[config.mk]
export PLATFORM = sky130hd
export DESIGN_NAME = mult_datapath
export DESIGN_NICKNAME = d
export VERILOG_FILES = /design/src/rtl/mult_datapath.sv
export SDC_FILE = /design/constraint.sdc
export NUM_CORES = 1
export LEC_CHECK = 0
export ABC_AREA = 1
export CAP_MARGIN = 20
export CORE_MARGIN = 2
export CORE_UTILIZATION = 51
export CTS_CLUSTER_SIZE = 20
export DETAILED_ROUTE_END_ITERATION = 8
export HOLD_SLACK_MARGIN = 0.02
export MAX_ROUTING_LAYER = met4
export PLACE_DENSITY = 0.82
export SKIP_CTS_REPAIR_TIMING = 1
export SYNTH_ARGS = -nofsm -noshare
export SYNTH_HDL_FRONTEND = slang
export SYNTH_SLANG_ARGS = --single-unit
[constraint.sdc]
create_clock -name Clk -period 2.5 [get_ports Clk]
set_clock_uncertainty 0.1 [all_clocks]
set_input_delay 0.625 -clock Clk [delete_from_list [all_inputs] [get_ports Clk]]
set_output_delay 0.625 -clock Clk [all_outputs]
set_load 0.005 [all_outputs]
[src/rtl/mult_datapath.sv]
// mult_datapath: X/A/B registers, add/sub adder and shift counter for a signed shift-add multiplier.
module mult_datapath #(
  parameter int WIDTH = 8
) (
  input  logic             Clk,
  input  logic             Reset_n,
  input  logic             Clr_Ld,
  input  logic             Load_B,
  input  logic             Shift,
  input  logic             Add,
  input  logic             Sub,
  input  logic [WIDTH-1:0] Sw,
  output logic             Xval,
  output logic [WIDTH-1:0] Aval,
  output logic [WIDTH-1:0] Bval,
  output logic             M,
  output logic [3:0]       Count,
  output logic             Done
);
  logic             x_q, x_d, done_q, done_d, xn;
  logic [WIDTH-1:0] a_q, a_d, b_q, b_d, an;
  logic [3:0]       cnt_q, cnt_d;
  logic [WIDTH:0]   a_ext, s_ext, sum;
  always_comb begin
    a_ext    = {a_q[WIDTH-1], a_q};
    s_ext    = {Sw[WIDTH-1], Sw};
    sum      = Sub ? a_ext - s_ext : a_ext + s_ext;
    {xn, an} = (Add || Sub) ? sum : {x_q, a_q};
    x_d      = Clr_Ld ? 1'b0 : Load_B ? x_q : xn;
    a_d      = Clr_Ld ? '0 : Load_B ? a_q : Shift ? {xn, an[WIDTH-1:1]} : an;
    b_d      = (Clr_Ld || Load_B) ? (Load_B ? Sw : b_q) : Shift ? {an[0], b_q[WIDTH-1:1]} : b_q;
    cnt_d    = Clr_Ld ? 4'd0 : (Load_B || !Shift) ? cnt_q : (cnt_q < 4'd8) ? cnt_q + 4'd1 : 4'd1;
    done_d   = (cnt_d == 4'd8);
  end
  always_ff @(posedge Clk or negedge Reset_n) begin
    if (!Reset_n) begin
      x_q    <= 1'b0;
      a_q    <= '0;
      b_q    <= '0;
      cnt_q  <= 4'd0;
      done_q <= 1'b0;
    end else begin
      x_q    <= x_d;
      a_q    <= a_d;
      b_q    <= b_d;
      cnt_q  <= cnt_d;
      done_q <= done_d;
    end
  end
  assign Xval  = x_q;
  assign Aval  = a_q;
  assign Bval  = b_q;
  assign M     = b_q[0];
  assign Count = cnt_q;
  assign Done  = done_q;
endmodule

==> impl_metrics.prom <==
# TYPE chip_impl_metric gauge
chip_impl_metric{name="synth_fp_nets",unit=""} 273
chip_impl_metric{name="post-dp-hpwl",unit="µm"} 3620
chip_impl_metric{name="timing.max_cap.violations",unit=""} 0
chip_impl_metric{name="timing.final.max_slew_violations",unit=""} 0
chip_impl_metric{name="worstPathRequired",unit="ns"} 2.62
chip_impl_metric{name="post_synthesis_instance_total",unit=""} 247
chip_impl_info{name="timing.setup.critical_path_class",value="input port to flip-flop"} 1
chip_impl_metric{name="layout.core_utilization",unit="%"} 79.3
chip_impl_metric{name="synthDominantCellAreaShare",unit="%"} 31.0
chip_impl_metric{name="number_of_global_route_vias_before_repair",unit=""} 1720
chip_impl_metric{name="static-leakage-power",unit="nW"} 1.30
chip_impl_info{name="run_status",value="finished with violations"} 1
chip_impl_metric{name="worstPathArrival",unit="ns"} 2.65
chip_impl_metric{name="finalSetupViolations",unit=""} 1
chip_impl_metric{name="core",unit="mm²"} 0.00334
chip_impl_metric{name="switch_pwr",unit="mW"} 0.503
chip_impl_metric{name="cts.sinks",unit=""} 22
chip_impl_metric{name="fin_tns_setup",unit="ns"} -0.0249
chip_impl_metric{name="worstPathMaxFanout",unit=""} 4
chip_impl_metric{name="power.switching_fraction",unit="%"} 35.8
chip_impl_metric{name="antenna_left",unit=""} 0
chip_impl_metric{name="seq_area",unit="µm²"} 551
chip_impl_metric{name="numCtsBuffers",unit=""} 3
chip_impl_metric{name="number_of_port_buffers",unit=""} 37
chip_impl_metric{name="insertedDiodeCount",unit=""} 0
chip_impl_metric{name="core.rowCount",unit=""} 21
chip_impl_metric{name="finalWorstSetupSlack",unit="ns"} -0.0249
chip_impl_metric{name="routabilityCongestion",unit=""} 0.889
chip_impl_metric{name="period_minus_ws_final",unit="ns"} 2.52
chip_impl_metric{name="placement.setup.worst_slack",unit="ns"} -0.757
chip_impl_metric{name="yosys_warnings",unit=""} 0
chip_impl_metric{name="fillerInstances",unit=""} 241
chip_impl_metric{name="die_x",unit="µm"} 63.0
chip_impl_metric{name="drive_gt1_share",unit="%"} 28.4
chip_impl_metric{name="p_int",unit="mW"} 0.903
chip_impl_info{name="top_flip_flop_cell_by_instance_count_after_synthesis",value="dfrtp_1"} 1
chip_impl_info{name="worst_setup_path_end_kind",value="flip-flop"} 1
chip_impl_metric{name="number_of_top_level_pins",unit=""} 38
chip_impl_metric{name="power.ir.vdd_worst",unit="mV"} 0.392
chip_impl_metric{name="worst-r2r-setup-slack",unit="ns"} 0.46
chip_impl_metric{name="grt_pass1_wl",unit="µm"} 7590
chip_impl_info{name="ctsRootBufferMaster",value="clkbuf_4"} 1
chip_impl_metric{name="drc_errors",unit=""} 0
chip_impl_info{name="hp-class",value="flip-flop to flip-flop"} 1
chip_impl_metric{name="postSynth.asyncResetShare",unit="%"} 100
chip_impl_info{name="crit_end",value="Aval[7]"} 1
chip_impl_metric{name="tightest_slew",unit="ns"} 0.400
chip_impl_metric{name="total_power",unit="mW"} 1.41
chip_impl_info{name="ys_top_cells_by_area",value="dfrtp_1 31%, nand2_1 14%, ha_1 7.0%, inv_1 6.5%, nand3_1 5.9%"} 1
chip_impl_metric{name="max_freq",unit="MHz"} 396
chip_impl_metric{name="fin_worst_hold_slack",unit="ns"} 0.424
chip_impl_info{name="most_frequent_cells_in_the_layout",value="61 x nand2_1, 32 x buf_4, 30 x clkdlybuf4s50_1, 25 x inv_1, 22 x dfrtp_1"} 1
chip_impl_metric{name="drtPass1Iterations",unit=""} 4
chip_impl_metric{name="via_count_of_the_routed_design",unit=""} 1907
chip_impl_metric{name="synth.lib_cells_used.distinct",unit=""} 36
chip_impl_metric{name="sequentialPowerShare",unit="%"} 31.7
chip_impl_metric{name="synth_seq_area_share",unit="%"} 31.0
chip_impl_metric{name="power.combinational.fraction",unit="%"} 48.8
chip_impl_metric{name="synthesis.area",unit="mm²"} 0.00178
chip_impl_info{name="reg2reg_from",value="Aval[0]"} 1
chip_impl_metric{name="avgSynthCellArea",unit="µm²"} 7.20
chip_impl_info{name="clock_tree_from_tritoncts",value="built"} 1
chip_impl_metric{name="globalRoute.totalOverflow",unit=""} 0
chip_impl_metric{name="fp.dieH",unit="µm"} 63.0
chip_impl_metric{name="initial_utilization",unit="%"} 53.3
chip_impl_metric{name="count_of_flip_flops_with_a_built_in_enable_after_synthesis",unit=""} 0
chip_impl_metric{name="multi_input_area",unit="mm²"} 0.00120
chip_impl_metric{name="final.period_utilization",unit="%"} 101
chip_impl_metric{name="areaGrowthSynthToFinish",unit="%"} 48.8
chip_impl_metric{name="cts.reportedPaths.clkPinSlew",unit="ns"} 0.13
chip_impl_metric{name="number_of_buffers_between_clock_root_and_the_deepest_sink",unit=""} 2
chip_impl_info{name="rsz_0062_raised_after_global_routing",value="true"} 1
chip_impl_metric{name="power.density_cell_area",unit="mW/mm²"} 531
chip_impl_info{name="synth_largest_area_cell",value="dfrtp_1"} 1
chip_impl_info{name="min-delay-start",value="Xval"} 1
chip_impl_metric{name="grt_max_degree",unit=""} 23
chip_impl_info{name="final_common_cell",value="nand2_1"} 1
chip_impl_metric{name="final_nets",unit=""} 344
chip_impl_metric{name="max_slew_margin",unit="%"} 73.3
chip_impl_metric{name="number_of_antenna_violations_at_the_first_check_in_global_routing",unit=""} 0
chip_impl_metric{name="cts_htree_levels",unit=""} 1
chip_impl_metric{name="grt_usage",unit="%"} 24.5
chip_impl_info{name="worst_setup_start_kind",value="input port"} 1
chip_impl_metric{name="drt_iter0_markers",unit=""} 123
chip_impl_info{name="worstSetupStartpoint",value="Sw[2]"} 1
chip_impl_metric{name="final_hold_viol_count",unit=""} 0
chip_impl_metric{name="synth.ff_latch_count",unit=""} 22
chip_impl_metric{name="detail_route.vias_per_cell",unit=""} 5.25
chip_impl_metric{name="clk_latency",unit="ns"} 0.31
chip_impl_metric{name="drt_wl_total",unit="µm"} 5020
chip_impl_info{name="reg2reg_to",value="Aval[4]"} 1
chip_impl_info{name="violations",value="setup timing"} 1
chip_impl_metric{name="worst-r2r-cell-count",unit=""} 10
chip_impl_metric{name="die_area",unit="mm²"} 0.00397
chip_impl_metric{name="power.share.clock",unit="%"} 19.5
chip_impl_metric{name="routedWlPerCell",unit="µm"} 13.8
[worst max-delay path, cell delays in order]
cell and delay (ns):
dlymetal6s2s_1 0.15, nor3_1 0.24, buf_4 0.17, nand2_1 0.04, nand2_1 0.07, xor2_1 0.14
inv_1 0.10, ha_4 0.31, nand2_4 0.06, nor3_4 0.17, nand2_1 0.09, nand2_1 0.09
nand2_1 0.06, nand2_1 0.07, nand2_2 0.07, nand3_2 0.06, nand2_1 0.05, inv_1 0.04
nand2_1 0.05
[power by group through the flow]
stage	clock network [mW]	logic [mW]	registers [mW]
after global placement	0	0.558	0.447
after global routing	0.292	0.751	0.453
after floorplan	0	0.318	0.443
after detailed placement	0	0.570	0.449
after CTS	0.275	0.573	0.442
final	0.274	0.686	0.445
[metal layers]
| layer | wire (µm) | up-vias | track usage, % |
|---|---|---|---|
| met5 | 0 | - | - |
| met4 | 123 | 0 | 5.83 |
| met3 | 220 | 13 | 1.08 |
| met2 | 2450 | 51 | 41.5 |
| met1 | 2220 | 897 | 32.5 |
| li1 | - | 946 | - |
[final cells by class]
class / instances / area share, %
inverter: 36 / 5.48
sequential: 22 / 20.8
clock buffer: 3 / 0.851
clock inverter: 1 / 1.13
multi-input combinational: 185 / 45.3
tap: 46 / 2.17
timing repair buffer: 70 / 24.2
[cell families after synthesis]
kind of cell	after synthesis	synth area share [%]
simple gates	122	33.2
compound gates	42	13.4
buf+inv	40	9.29
flops	22	31.0
fa+ha+maj	11	8.16
xor+xnor	9	4.43
mux	1	0.563
[flip-flops by register name, indices dropped and copies added (netlist names)]
register,count
Bval,8
Xval,1
Aval,8
Count,4
Done,1
[worst min-delay path by stage]
stage | end | slack [ns] | cells after the start
after global placement | Xval | 0.40 | 2
final | Xval | 0.42 | 2
after CTS | Xval | 0.43 | 2
after floorplan | Aval[0] | 0.23 | 0
after global routing | Bval[0] | 0.48 | 2
after detailed placement | Xval | 0.40 | 2
[metrics by stage]
stage	instances	area [µm²]
after global placement	350	2370
after global routing	363	2650
final	363	2650
after floorplan	247	1790
after CTS	354	2430
after detailed placement	350	2370
[Yosys cell counts (2+ instances only)]
| library cell | count |
|---|---|
| xor2_1 | 5 |
| inv_1 | 31 |
| or2_2 | 3 |
| buf_4 | 3 |
| a21oi_1 | 9 |
| ha_1 | 10 |
| nor2_1 | 12 |
| nand2_1 | 66 |
| a31oi_1 | 3 |
| o21ai_0 | 20 |
| nor3_1 | 2 |
| nand4_1 | 3 |
| nor2_4 | 4 |
| inv_2 | 4 |
| nor3_2 | 2 |
| xnor2_1 | 4 |
| nor2_2 | 3 |
| a22oi_1 | 3 |
| dfrtp_1 | 22 |
| o21ai_1 | 2 |
| nand3_1 | 21 |
Power figures use the tool's default switching activity.
